[config.mk]
export PLATFORM = sky130hd
export DESIGN_NAME = reg_wb_queue
export DESIGN_NICKNAME = d
export VERILOG_FILES = /design/src/rtl/reg_wb_queue.sv
export SDC_FILE = /design/constraint.sdc
export NUM_CORES = 1
export LEC_CHECK = 0
export BUFFER_PORTS_ARGS = -buffer_cell sky130_fd_sc_hd__buf_2
export CAP_MARGIN = 0
export CORE_UTILIZATION = 53
export CTS_CLUSTER_DIAMETER = 150
export DETAILED_ROUTE_END_ITERATION = 8
export PLACE_DENSITY = 0.77
export SKIP_LAST_GASP = 1
export SLEW_MARGIN = 20
export SYNTH_ARGS = -nofsm -noshare
export SYNTH_HDL_FRONTEND = slang
export SYNTH_SLANG_ARGS = --single-unit
[constraint.sdc]
create_clock -name clk -period 4.42 [get_ports clk]
set_input_delay 0.884 -clock clk [delete_from_list [all_inputs] [get_ports clk]]
set_output_delay 0.884 -clock clk [all_outputs]
set_load 0.005 [all_outputs]
[src/rtl/reg_wb_queue.sv]
// In-order writeback queue feeding the reg_file write port, with two forwarding lookups.
// Optional feature: define WB_BYPASS_EN to let a result hit the write port directly when the queue is empty.
module reg_wb_queue #(
  parameter int DEPTH    = 4,
  parameter int ADDR_W   = 3,
  parameter int DATA_W   = 16,
  parameter int ZERO_REG = 0
) (
  input  logic                     clk,
  input  logic                     rst,
  input  logic                     in_valid,
  output logic                     in_ready,
  input  logic [ADDR_W-1:0]        in_addr,
  input  logic [DATA_W-1:0]        in_data,
  input  logic                     wb_stall,
  output logic                     write_en,
  output logic [ADDR_W-1:0]        write_addr,
  output logic [DATA_W-1:0]        write_data,
  input  logic [ADDR_W-1:0]        look_addr_1,
  output logic                     look_hit_1,
  output logic [DATA_W-1:0]        look_data_1,
  input  logic [ADDR_W-1:0]        look_addr_2,
  output logic                     look_hit_2,
  output logic [DATA_W-1:0]        look_data_2,
  output logic [$clog2(DEPTH):0]   count
);

  localparam int PW = $clog2(DEPTH);
  localparam int CW = PW + 1;

  logic [ADDR_W-1:0] addr_q [DEPTH];
  logic [DATA_W-1:0] data_q [DEPTH];
  logic [DEPTH-1:0]  valid_q, valid_d;
  logic [PW-1:0]     head_q, head_d;
  logic [PW-1:0]     tail_q, tail_d;
  logic [CW-1:0]     count_q, count_d;

  logic drop;
  logic bypass;
  logic enq;
  logic drain;

  assign in_ready = (count_q < CW'(DEPTH));
  assign drop     = (ZERO_REG != 0) && (in_addr == '0);
  assign drain    = (count_q != '0) && !wb_stall;
`ifdef WB_BYPASS_EN
  // Gated by rst so a result presented during reset never reaches the port.
  assign bypass   = (count_q == '0) && !wb_stall && in_valid && !rst && !drop;
`else
  assign bypass   = 1'b0;
`endif
  assign enq      = in_valid && in_ready && !drop && !bypass;
  assign count    = count_q;

  always_comb begin
    write_en   = drain;
    write_addr = '0;
    write_data = '0;
    if (count_q != '0) begin
      write_addr = addr_q[head_q];
      write_data = data_q[head_q];
    end
    if (bypass) begin
      write_en   = 1'b1;
      write_addr = in_addr;
      write_data = in_data;
    end
  end

  always_comb begin
    head_d  = head_q;
    tail_d  = tail_q;
    count_d = count_q;
    valid_d = valid_q;
    if (enq) begin
      tail_d          = tail_q + 1'b1;
      valid_d[tail_q] = 1'b1;
    end
    if (drain) begin
      head_d          = head_q + 1'b1;
      valid_d[head_q] = 1'b0;
    end
    case ({enq, drain})
      2'b10:   count_d = count_q + 1'b1;
      2'b01:   count_d = count_q - 1'b1;
      default: count_d = count_q;
    endcase
  end

  always_ff @(posedge clk) begin
    if (rst) begin
      head_q  <= '0;
      tail_q  <= '0;
      count_q <= '0;
      valid_q <= '0;
    end else begin
      head_q  <= head_d;
      tail_q  <= tail_d;
      count_q <= count_d;
      valid_q <= valid_d;
    end
  end

  // Payload storage needs no reset; occupancy is tracked by valid_q.
  always_ff @(posedge clk) begin
    if (enq) begin
      addr_q[tail_q] <= in_addr;
      data_q[tail_q] <= in_data;
    end
  end

  logic [ADDR_W-1:0] look_addr [2];
  assign look_addr[0] = look_addr_1;
  assign look_addr[1] = look_addr_2;

  for (genvar gi = 0; gi < 2; gi++) begin : g_look
    logic              hit;
    logic [DATA_W-1:0] data;
    // Scan oldest to youngest so the youngest match is the one left standing.
    always_comb begin
      hit  = 1'b0;
      data = '0;
      for (int i = 0; i < DEPTH; i++) begin
        if (valid_q[head_q + PW'(i)] && (addr_q[head_q + PW'(i)] == look_addr[gi])) begin
          hit  = 1'b1;
          data = data_q[head_q + PW'(i)];
        end
      end
    end
  end

  assign look_hit_1  = g_look[0].hit;
  assign look_data_1 = g_look[0].data;
  assign look_hit_2  = g_look[1].hit;
  assign look_data_2 = g_look[1].data;

endmodule

# Word level (Yosys, flattened, before mapping)
# Memories as Yosys holds them, arrays and structs flattened. A register that Yosys moved wholly into a read port is not among the register bits.
# Index checks and enable logic that the tools add are counted.
word_totals:
  regBits: 11
  ramBits: 76
  inputBits: 29
  out_inout_bits: 58
  mem_count: 2
op_classes:
  n_addsub: 6
  n_lt_le_gt_ge: 8
  eq_ne: 10
  muxes: 39
  bitwise_logic: 3
  reduce_logical: 15
memory_table:
  columns: ["memory", "depth", "width", "read_ports", "rd_ports_with_merged_regs", "wr", "line_no", "text"]
  rows:
  - ["data_q", 4, 16, 4, 1, 1, "32", "logic [DATA_W-1:0] data_q [DEPTH];"]
  - ["addr_q", 4, 3, 4, 1, 1, "31", "logic [ADDR_W-1:0] addr_q [DEPTH];"]
op_table:
  columns: ["operator", "count"]
  rows:
  - ["$mux W16", 9]
  - ["$eq A3 B3 Y1", 8]
  - ["$mux W1", 16]
  - ["$lt A2 B3 Y1 const B", 5]
  - ["$logic_and A1 B1 Y1", 12]
  - ["$bmux W1 S2", 4]
  - ["$mux W2", 4]
  - ["$mux W4", 2]
  - ["$pmux W3 S2", 1]
  - ["$add A2 B1 Y2 const B", 2]
  - ["$add A2 B2 Y2 const B", 2]
  - ["$and A4 B4 Y4", 1]
  - ["$demux W1 S2", 2]
  - ["$ge A2 B1 Y1 const B", 2]
  - ["$not A4 Y4", 1]
  - ["$or A4 B4 Y4", 1]
  - ["$add A3 B1 Y3 const B", 1]
  - ["$lt A3 B3 Y1 const B", 1]
  - ["$mux W3", 1]
  - ["$reduce_bool A3 Y1", 1]
  - ["$sub A3 B1 Y3 const B", 1]
  - ["$eq A2 B1 Y1 const B", 1]
  - ["$eq A2 B2 Y1 const B", 1]
  - ["$reduce_bool A2 Y1", 1]
  - ["$logic_not A1 Y1", 1]

# Logic depth before layout (Yosys ltp)
depth:
  word_depth: 8
  mapped_depth: 15

# Worst setup path after synthesis
# Ideal clock, no wire load.
synth_path:
  path_kind: "flip-flop to output port"
  from: "register head_q[0]"
  to: "output look_data_1[10]"
  arrival_time_ps: 3771
  t_required_ps: 3536
  path_slack_ps: -235
  stages_incl_launch_ff: 15
  n_path_buf: 7
  cell_sequence: "dfxtp_1 buf_2 buf_2 buf_2 buf_2 inv_1 ha_1 buf_6 mux4_2 xor2_2 or4b_1 buf_2 buf_6 a311oi_2 o31ai_1"
synth_via:
  elab_chain_cells: 7
  elab_cells_between_ends: 24
  classes_between: "add/sub (3); eq/ne (3); mux (12); reduce/logical (4); memory (2)"
synth_lines:
  columns: ["item", "line_no", "text"]
  rows:
  - ["from (decl)", "34", "logic [PW-1:0] head_q, head_d;"]
  - ["from (signal assigned)", "92", "head_q <= '0;"]
  - ["from (signal assigned)", "97", "head_q <= head_d;"]
  - ["$add A2 B1 Y2 or $bmux W1 S2 (tied branches)", "124, 126", null]
  - ["$mem_v2 Z4 W3 (tied with other cells)", null, null]
  - ["$eq A3 B3 Y1 (tied with other cells)", "124", "if (valid_q[head_q + PW'(i)] && (addr_q[head_q + PW'(i)] == look_addr[gi])) begin"]
  - ["$logic_and A1 B1 Y1 or $mux W16 (tied branches)", "124", null]
  - ["$mux W16 (2 in series)", "124", null]
  - ["$mux W16 (*)", "124", null]
  - ["to (decl)", "21", "output logic [DATA_W-1:0] look_data_1,"]
# Every way passes the cells marked *; elsewhere a longest branch is shown, timed or not. The select of a mux whose other input is x is not followed.

# Final worst setup path
layout_path:
  from: "register head_q[0]"
  to: "output look_data_2[3]"
layout_via:
  elab_chain_cells: 7
  elab_cells_between_ends: 24
  classes_between: "add/sub (3); eq/ne (3); mux (12); reduce/logical (4); memory (2)"
layout_lines:
  columns: ["item", "line_no", "text"]
  rows:
  - ["$add A2 B1 Y2 or $bmux W1 S2 (tied branches)", "124, 126", null]
  - ["$mem_v2 Z4 W3 (tied with other cells)", null, null]
  - ["$eq A3 B3 Y1 (tied with other cells)", "124", null]
  - ["$logic_and A1 B1 Y1 or $mux W16 (tied branches)", "124", null]
  - ["$mux W16 (2 in series)", "124", null]
  - ["$mux W16 (*)", "124", null]
  - ["to (decl)", "24", "output logic [DATA_W-1:0] look_data_2,"]
# Marked as above.

==> impl_metrics.json <==
{
  "status": "completed",
  "yosys.area_share.simple": 0.136,
  "placed_area_mm2": 0.00713,
  "route.met3.wl_um": 1930,
  "required_ns": 3.54,
  "worstSkewPairLatency_ns": 0.34,
  "grt_pass1_vias": 5086,
  "final_common_cell": "buf_2",
  "dr.max_layer_used": "met4",
  "dieArea_mm2": 0.0127,
  "fin_skew_ns": 0.00366,
  "fin_util": 0.623,
  "die_x_um": 113,
  "ioPinCount": 87,
  "cpMostUsedCell": "a211oi_1",
  "final_nets": 627,
  "cts_resized": 0,
  "hold_violations": 0,
  "synth_cell_type_count": 37,
  "track_usage": 0.312,
  "peakVddDrop_uv": 347,
  "synth-main-ff-cell": "edfxtp_1",
  "grt_max_degree": 43,
  "worst_slack_ns": 0.0929,
  "synth_area_mm2": 0.00649,
  "layout_common_cells": "86 x buf_2, 80 x mux4_2, 76 x edfxtp_1",
  "cp_cell_sequence": "inv_1 > ha_2 > mux4_2 > xnor2_1 > and4_1 > buf_4 > a211oi_1 > a211oi_1 > buf_2",
  "start_kind": "register",
  "postCtsSetupBuffers": 0,
  "num_vias": 5290,
  "clock-sinks": 89,
  "synth_xor_area_frac": 0.0390,
  "hpwl_um": 13600,
  "rsz0062_at_grt": "no",
  "yosysTopAreaCell": "edfxtp_1",
  "clk_path_buf_depth": 2,
  "wl_met2_um": 9150,
  "cts_tree": "yes",
  "area_delta_synth_final_pct": 14.8,
  "cp_slowest_cell": "and4_1",
  "pre_cts_ws_ns": 0.471,
  "postRouteAntennaNets": 0,
  "final_min_period_over_clock_period": 0.979,
  "cp-end-kind": "output port",
  "cp_num_buf_inv": 3,
  "synth_compound_area_frac": 0.0954,
  "cp.arrival_ns": 3.44,
  "drcViolationCount": 0,
  "htreeDepth": 3,
  "synth_nets": 549,
  "antenna_found_initial": 0,
  "cts_buffers": 9,
  "timing.fmax_mhz": 231,
  "p_leak_uw": 0.00247,
  "fin_crit_ns": 4.33,
  "port_buffers": 86,
  "synth_area_per_cell_um2": 12.7,
  "async_flop_share": 0,
  "setup_viol": 0,
  "synth_top_cell_area_share": 0.352,
  "hp-class": "register to register",
  "critPathMaxStageDelay_ns": 0.62,
  "die_h_um": 113,
  "wl_per_cell_um": 25.9,
  "ys_ff_latch": 89,
  "dp.cells": 723,
  "worst-setup-path-type": "register to output port",
  "wl_met1_um": 7450,
  "gp_congestion": 0.931,
  "cts-root-buf": "clkbuf_16",
  "setup_tns_ns": 0,
  "tightest_slew_ns": 0.959,
  "yosysSeqAreaShare": 0.392,
  "path_clk_slew_ns": 0.06,
  "synth_top_family_by_area": "multiplexers",
  "grt_overflow": 0,
  "fin_cells": 740,
  "muxShareOfSynthArea": 0.278,
  "p_per_area_mw_per_mm2": 588,
  "grt_pass1_wl_um": 29200,
  "core_mm2": 0.0120,
  "critPathTopFamily": "simple AND/OR/NAND/NOR gates",
  "diodes": 0,
  "stdcell_area_mm2": 0.00745,
  "drt-vias-per-instance": 7.15,
  "synthAdderAreaFrac": 0.0204,
  "rows": 40,
  "synth-edff-count": 76,
  "synth_warnings": 0,
  "drive_gt1_frac": 0.386,
  "cap_violations": 0,
  "yosys-top-cells-area": "edfxtp_1 35%, mux4_2 28%, dfxtp_1 4.0%, a211oi_1 3.9%, nor2_1 2.5%",
  "hold_buffers": 0,
  "slew_headroom": 0.360,
  "dr.pass1.iters": 6,
  "slew_violations": 0,
  "start_util": 0.542,
  "synthCells": 510,
  "wl_um": 19200,
  "drt-initial-drc-count": 811,
  "cp_max_fo": 12
}
-- Yosys cell counts (13+ instances only) --
master / number
mux4_2: 80
edfxtp_1: 76
nor2_1: 44
nand2_1: 36
a211oi_1: 34
clkbuf_1: 26
nor2b_1: 20
nor3_1: 17
xnor2_1: 17
buf_2: 16
nor4_1: 16
o31ai_1: 16
nand3_1: 15
dfxtp_1: 13
-- per-stage QoR --
stage | hold slack (ns) | power [µW]
floorplan | 0.498 | 2860
finish | 0.556 | 4380
global route | 0.586 | 4560
CTS | 0.556 | 4350
detailed placement | 0.545 | 3580
global placement | 0.523 | 3540
-- layer usage --
layer / GRT usage / vias to the layer above
li1: - / 2221
met1: 0.426 / 2614
met2: 0.493 / 387
met3: 0.0659 / 68
met4: 0.120 / 0
met5: 0 / -
-- worst min-delay path: cells and delay by family (launching register included) --
kind,cells,cell delay (ns)
AOI/OAI and AO/OA,2,0.15
DFF,1,0.35
-- kinds of logic after synthesis --
kind of cell,after synthesis
compound gates,75
xor+xnor,28
fa+ha+maj,10
buf+inv,58
flops,89
mux,80
simple gates,170
-- report_power, final --
group / switching, µW / total (µW) / internal (µW) / leakage, µW
sequential: 102 / 1140 / 1040 / 0.000804
combinational: 1350 / 2460 / 1110 / 0.00152
clock: 335 / 778 / 443 / 0.000148
-- worst paths after layout --
kind | start | end | slack [ns] | depth (start not counted)
worst min register to register | count[2] | count[2] | 0.56 | 2
worst max-delay path | head_q[0] | look_data_2[3] | 0.09 | 9
worst max register to register | count[0] | count[2] | 1.67 | 9
worst min-delay path | count[2] | count[2] | 0.56 | 2
-- area by class of cell --
type | instances | area (µm²)
clock buffers | 9 | 225
clock inverters | 7 | 76.3
fillers | 916 | 4510
inverters | 9 | 33.8
multi-input cells | 363 | 3700
flip-flops and latches | 89 | 2550
well taps | 147 | 184
repair buffers | 116 | 687
-- flip-flops by register name, indices dropped and copies added (netlist names), named ones only --
register and flops:
data_q 64, tail_q 2, valid_q 4, count 3, head_q 2, addr_q 12
No activity file was read; power rests on OpenSTA's default activity.
